$ cat config.mk
export PLATFORM = sky130hd
export DESIGN_NAME = matmul_index_sequencer
export DESIGN_NICKNAME = d
export VERILOG_FILES = /design/src/rtl/matmul_pkg.sv /design/src/rtl/idx_counter3.sv /design/src/rtl/matmul_index_sequencer.sv
export SDC_FILE = /design/constraint.sdc
export NUM_CORES = 1
export LEC_CHECK = 0
export BUFFER_PORTS_ARGS = -buffer_cell sky130_fd_sc_hd__buf_2
export CAP_MARGIN = 20
export CORE_MARGIN = 2
export CORE_UTILIZATION = 42
export CTS_CLUSTER_DIAMETER = 200
export DETAILED_ROUTE_END_ITERATION = 16
export PLACE_DENSITY_LB_ADDON = 0.2
export SETUP_SLACK_MARGIN = 0.4
export SYNTH_ARGS = -nofsm -noshare
export SYNTH_HDL_FRONTEND = slang
export SYNTH_HIERARCHICAL = 1
export SYNTH_SLANG_ARGS = --single-unit
$ cat constraint.sdc
create_clock -name clock -period 2.5 [get_ports clock]
set_input_delay 0.375 -clock clock [delete_from_list [all_inputs] [get_ports clock]]
set_output_delay 0.375 -clock clock [all_outputs]
set_load 0.005 [all_outputs]
$ cat src/rtl/matmul_pkg.sv
// Shared definitions for the matmul index sequencer: defaults, FSM encoding
// and the address_select base addresses used by bench-side address models.
package matmul_pkg;

  localparam int unsigned DIM_DEF    = 4;
  localparam int unsigned IDX_W_DEF  = 16;
  localparam int unsigned SETTLE_DEF = 2;

  localparam int unsigned A_BASE = 3;
  localparam int unsigned B_BASE = 8;
  localparam int unsigned D_BASE = 24;

  typedef enum logic [1:0] {
    ST_IDLE   = 2'd0,
    ST_SETTLE = 2'd1,
    ST_VALID  = 2'd2,
    ST_DONE   = 2'd3
  } state_e;

  // Counter width able to hold 0..n-1, never narrower than one bit.
  function automatic int unsigned cnt_width(input int unsigned n);
    return (n > 1) ? $clog2(n) : 1;
  endfunction

endpackage

$ cat src/rtl/idx_counter3.sv
// Cascaded three-digit mod-DIM counter: k is the fastest digit, then col, then row.
module idx_counter3
  import matmul_pkg::*;
#(
  parameter int unsigned DIM = DIM_DEF,
  parameter int unsigned CW  = cnt_width(DIM)
) (
  input  logic          clock,
  input  logic          reset,
  input  logic          inc_i,
  input  logic          clear_i,
  output logic [CW-1:0] row_o,
  output logic [CW-1:0] k_o,
  output logic [CW-1:0] col_o,
  output logic          last_k_o,
  output logic          last_all_o
);

  localparam logic [CW-1:0] MAX = CW'(DIM - 1);

  logic [CW-1:0] row_q, row_d;
  logic [CW-1:0] k_q, k_d;
  logic [CW-1:0] col_q, col_d;
  logic          last_col;

  assign last_k_o   = (k_q == MAX);
  assign last_col   = (col_q == MAX);
  assign last_all_o = last_k_o && last_col && (row_q == MAX);

  always_comb begin
    row_d = row_q;
    k_d   = k_q;
    col_d = col_q;
    if (clear_i) begin
      row_d = '0;
      k_d   = '0;
      col_d = '0;
    end else if (inc_i) begin
      if (last_k_o) begin
        k_d = '0;
        if (last_col) begin
          col_d = '0;
          row_d = (row_q == MAX) ? '0 : row_q + CW'(1);
        end else begin
          col_d = col_q + CW'(1);
        end
      end else begin
        k_d = k_q + CW'(1);
      end
    end
  end

  always_ff @(posedge clock or posedge reset) begin
    if (reset) begin
      row_q <= '0;
      k_q   <= '0;
      col_q <= '0;
    end else begin
      row_q <= row_d;
      k_q   <= k_d;
      col_q <= col_d;
    end
  end

  assign row_o = row_q;
  assign k_o   = k_q;
  assign col_o = col_q;

endmodule

$ cat src/rtl/matmul_index_sequencer.sv
// Walks all (row, col, k) tuples of a DIMxDIM matmul, holding each for SETTLE
// cycles before presenting it to the core with a valid/ack handshake.
module matmul_index_sequencer
  import matmul_pkg::*;
#(
  parameter int unsigned DIM    = DIM_DEF,
  parameter int unsigned IDX_W  = IDX_W_DEF,
  parameter int unsigned SETTLE = SETTLE_DEF
) (
  input  logic             clock,
  input  logic             reset,
  input  logic             start,
  input  logic             step_ack,
  output logic [IDX_W-1:0] idx_row,
  output logic [IDX_W-1:0] idx_k,
  output logic [IDX_W-1:0] idx_col,
  output logic             idx_valid,
  output logic             acc_clear,
  output logic             acc_last,
  output logic             busy,
  output logic             done
);

  localparam int unsigned   CW          = cnt_width(DIM);
  localparam int unsigned   SW          = cnt_width(SETTLE);
  localparam logic [SW-1:0] SETTLE_LOAD = SW'(SETTLE - 1);

  state_e        state_q, state_d;
  logic [SW-1:0] cnt_q, cnt_d;
  logic          idx_valid_q, busy_q, done_q;
  logic          cnt_inc, cnt_clr;
  logic [CW-1:0] row, k, col;
  logic          last_k, last_all;

  idx_counter3 #(.DIM(DIM), .CW(CW)) u_idx (
    .clock      (clock),
    .reset      (reset),
    .inc_i      (cnt_inc),
    .clear_i    (cnt_clr),
    .row_o      (row),
    .k_o        (k),
    .col_o      (col),
    .last_k_o   (last_k),
    .last_all_o (last_all)
  );

  always_comb begin
    state_d = state_q;
    cnt_d   = cnt_q;
    cnt_inc = 1'b0;
    cnt_clr = 1'b0;
    case (state_q)
      ST_IDLE: begin
        if (start) begin
          cnt_clr = 1'b1;
          cnt_d   = SETTLE_LOAD;
          state_d = ST_SETTLE;
        end
      end
      ST_SETTLE: begin
        if (cnt_q == '0) state_d = ST_VALID;
        else             cnt_d   = cnt_q - SW'(1);
      end
      ST_VALID: begin
        if (step_ack) begin
          if (last_all) begin
            cnt_clr = 1'b1;
            state_d = ST_DONE;
          end else begin
            cnt_inc = 1'b1;
            cnt_d   = SETTLE_LOAD;
            state_d = ST_SETTLE;
          end
        end
      end
      ST_DONE: state_d = ST_IDLE;
      default: state_d = ST_IDLE;
    endcase
  end

  always_ff @(posedge clock or posedge reset) begin
    if (reset) begin
      state_q     <= ST_IDLE;
      cnt_q       <= '0;
      idx_valid_q <= 1'b0;
      busy_q      <= 1'b0;
      done_q      <= 1'b0;
    end else begin
      state_q     <= state_d;
      cnt_q       <= cnt_d;
      idx_valid_q <= (state_d == ST_VALID);
      busy_q      <= (state_d != ST_IDLE);
      done_q      <= (state_d == ST_DONE);
    end
  end

  assign idx_row   = IDX_W'(row);
  assign idx_k     = IDX_W'(k);
  assign idx_col   = IDX_W'(col);
  assign idx_valid = idx_valid_q;
  assign busy      = busy_q;
  assign done      = done_q;
  // Accumulator flags follow the held k index directly.
  assign acc_clear = (k == '0);
  assign acc_last  = last_k;

endmodule
==> results <==
- The flow ran to the end, and the final reports show no timing, DRC or antenna violations.
- After detailed routing, the average wire length per cell comes to 8.45 µm.
- Cells fill 41.9% of the core in the end.
- The worst register-to-register path has a depth of 6.
- The final hold violation count is 0.
- The initial utilization of the core area, before any placement, comes to 43.3%.
- The first global-routing pass estimated 1860 µm of wire.
- Counting the fill cells in the layout gives 226.
- The summed negative setup slack over all endpoints is 0 ps.
- The half-perimeter wire length after placement is 968 µm.
- The clock drives 12 sinks.
- The worst path uses 77.9% of the clock period.
- For the worst setup path, the data arrival time is 2100 ps.
- The worst min-delay path class is in2async.
- The floorplan step defined a die boundary enclosing 2630 µm².
- The final layout contains 125 nets.
- The fraction of final layout cells sized beyond drive strength 1 is 22.4%.
- Port buffering added 14 buffers.
- The number of levels in the clock H-tree is 1.
- The clock tree from TritonCTS is built.
- Before antenna repair, the detailed router went through 4 iterations.
- The dominant combinational cell family by area after synthesis is buffers and inverters.
- The startpoint of the most critical setup path is u_idx/k_o[0].
- The via count of the first global-routing pass is 439.
- The sequential cell area fraction in the yosys report is 32.0%.
- The number of antenna violations at the first check in global routing is 0.
- The total number of placement rows is 17.
- In this run the horizontal extent of the chip is 51.3 µm.
- The clock-pin slew of the registers on the worst-case setup and hold paths is 70 ps.
- In this run, post-CTS hold repair placed 0 buffers.
- The type of element capturing the critical path is a flop.
- Synthesis handed over a netlist of 100 instances.
- The multiplexer share of the synthesized area is 3.33%.
- VDD sags by at most 0.000419 V.
- Static timing analysis puts the maximum clock frequency at 514 MHz.
- The worst setup skew after layout is 5.03 ps.
- Power spread over the standard cell area amounts to 667 nW/µm².
- Yosys mapped the design onto 27 distinct sky130hd cell types.
- The highest net fanout along the worst path is 8.
- The post-synthesis average cell area is 9.38 µm².
- Of the total synthesized cell area, the portion taken by full adders, half adders and majority gates is 4.00%.
- The startpoint of the worst register-to-register path is u_idx/k_o[0].
- In the final layout, flip-flops and latches occupy 300 µm².
- The clock latency reported for the late side of the worst-skew pair is 260 ps.
- After detailed routing, the number of remaining DRC violations is 0.
- Setup repair after global routing left no endpoint under its margin.
- The antenna diode instance count is 0.
- The total number of vias is 563.
- In this run, the number of DRC markers left after iteration 0 of detailed routing was 4.
- The worst setup path is launched from a flop.
- Setup violations remaining at the end of the flow were counted as 0.
- The type of the worst setup path is reg2reg.
- The count of antenna-violating nets left after detailed routing is 0.
- The core region is 2170 µm².
- At the end of routability-driven placement, the weighted congestion stood at 0.738.
- The count of state elements after synthesis is 12.
- The height of the chip is 51.3 µm.
- Counting along the longest clock path gives a buffer depth of 2.
- The number of vias per cell after detailed routing is 3.91.
- The routed design could run at a clock period as short as 1950 ps.
- The I/O pin count is 57.
- The remaining global-route overflow is 0.
- The fraction of synthesized cell area in xor and xnor cells is 0%.
- Global routing consumed, over all layers together, 9.37% of the routing resources.
- The wire length reported by the detailed router is 1220 µm.
- The synthesized-area fraction occupied by ao, oa, aoi and oai cells is 8.67%.
- TritonCTS created 3 clock buffers.
- The final worst hold slack is 24.4 ps.
- The multi-input combinational cells in the finished layout cover a total of 463 µm².
- From synthesis to final layout, the design area changed by -3.07%.
- The number of max-slew violations in the final report was 0.
- The total number of yosys warnings is 6.
- The worst endpoint required time is 2650 ps.
- CTS placed an instance of clkbuf_4 at the clock tree root.
- Entering global routing, the biggest net connects 10 pins.
- The analysis attributes to cell leakage a power of 0.000509 µW.
- The mapped cell area is 938 µm².
- The synthesized-area fraction occupied by and/or/nand/nor cells is 15.6%.
- The max-cap check violation count is 0.
-- where the power goes --
| group | switching (µW) | internal (µW) |
|---|---|---|
| Clock | 54.5 | 55.5 |
| Sequential | 53.1 | 241 |
| Combinational | 106 | 96.9 |
| Total | 214 | 394 |
-- sequential cells by signal, indices dropped and copies added (netlist names) --
register     count
done             1
u_idx/k_o        2
u_idx/row_o      2
busy             1
idx_valid        1
cnt_q            1
u_idx/col_o      2
state_q          2
-- routing by layer --
| metal | global-route usage [%] | up-vias | routed length, µm |
|---|---|---|---|
| met4 | 0 | 0 | 0 |
| met1 | 11.8 | 265 | 546 |
| met2 | 14.9 | 19 | 589 |
| met5 | 0 | - | 0 |
| li1 | - | 279 | - |
| met3 | 5.26 | 0 | 82 |
-- worst paths after layout --
| check | endpoint | slack, ps |
|---|---|---|
| worst min-delay path | done | 20 |
| worst min register to register | idx_valid | 560 |
| worst max register to register | u_idx/row_o[0] | 550 |
| max in group asynchronous | u_idx/col_o[0] | 2280 |
| min in group clock | idx_valid | 370 |
| worst max-delay path | u_idx/row_o[0] | 550 |
-- critical path, stage by stage, from the launching register on --
cell	delay, ps
dfrtp_1	410
ha_1	330
and3_1	310
a31oi_1	130
nor2_2	310
nor2b_1	90
mux2_2	260
-- kinds of logic after synthesis --
group                      Yosys count
DFF                                 12
muxes                                3
and+or+nand+nor                     23
other                                1
AOI/OAI and AO/OA                   12
adders and majority gates            3
buffers and inverters               46
-- metrics by stage --
step                      power (µW)  worst slack, ps  std cells  cell area (µm²)
after floorplan                  478              612        141             1090
final                            607              553        144              910
after global routing             669              395        144              910
after detailed placement         490              360        140              871
after CTS                        610              421        143              900
after global placement           489              425        140              871
-- layout by cell type (no fill, tap or decap) --
| master | netlist | final |
|---|---|---|
| nand2b_1 | 4 | 4 |
| and3_1 | 1 | 1 |
| inv_1 | 3 | 3 |
| a31oi_1 | 1 | 1 |
| dfrtp_1 | 12 | 12 |
| nand2_1 | 2 | 2 |
| buf_2 | 0 | 14 |
| mux2_2 | 1 | 1 |
| and3_4 | 1 | 1 |
| or3b_1 | 1 | 1 |
| nor2_1 | 5 | 4 |
| o21bai_1 | 1 | 1 |
| nor3_1 | 1 | 1 |
| a21oi_1 | 4 | 4 |
| nand2b_2 | 1 | 1 |
| conb_1 | 1 | 42 |
| buf_4 | 42 | 1 |
| nor2_2 | 0 | 1 |
| a21bo_2 | 2 | 2 |
| nor3b_4 | 0 | 1 |
| nand3_1 | 1 | 1 |
| nand4bb_1 | 1 | 1 |
| nor2b_1 | 3 | 3 |
| o22ai_1 | 3 | 3 |
| ha_1 | 3 | 3 |
| clkbuf_4 | 0 | 3 |
| mux2i_1 | 2 | 2 |
| a21oi_2 | 1 | 1 |
| nand3b_1 | 1 | 1 |
-- synthesized netlist by cell type --
cell	number	area share, %
buf_6	1	1.2
a21bo_2	2	2.1
nor3_1	1	0.53
nor3b_2	1	1.3
o21bai_1	1	0.80
mux2i_1	2	2.1
nand2_1	2	0.80
nand2b_1	4	2.7
nand4bb_1	1	1.2
nand3b_1	1	0.80
mux2_2	1	1.2
a21oi_2	1	0.93
nor2_1	5	2.0
buf_4	42	34
o22ai_1	3	2.0
conb_1	1	0.40
dfrtp_1	12	32
a31oi_1	1	0.67
or3b_1	1	0.93
and3_1	1	0.67
inv_1	3	1.2
a21oi_1	4	2.1
and3_4	1	1.2
nor2b_1	3	2.0
ha_1	3	4.0
nand3_1	1	0.53
nand2b_2	1	0.93
-- layout make-up --
type,count,area share [%]
Multi-Input combinational cell,83,50.9
Sequential cell,12,33.0
Timing Repair Buffer,15,8.53
Tap cell,28,3.85
Clock buffer,3,2.48
Inverter,3,1.24
-- what timing repair did --
action | CTS | global route
buffers inserted | 0 | 1
pin swaps | 0 | 1
setup endpoints to repair | 1 | 2
resized for setup | 1 | 1
No activity file was read; power rests on OpenSTA's default activity.
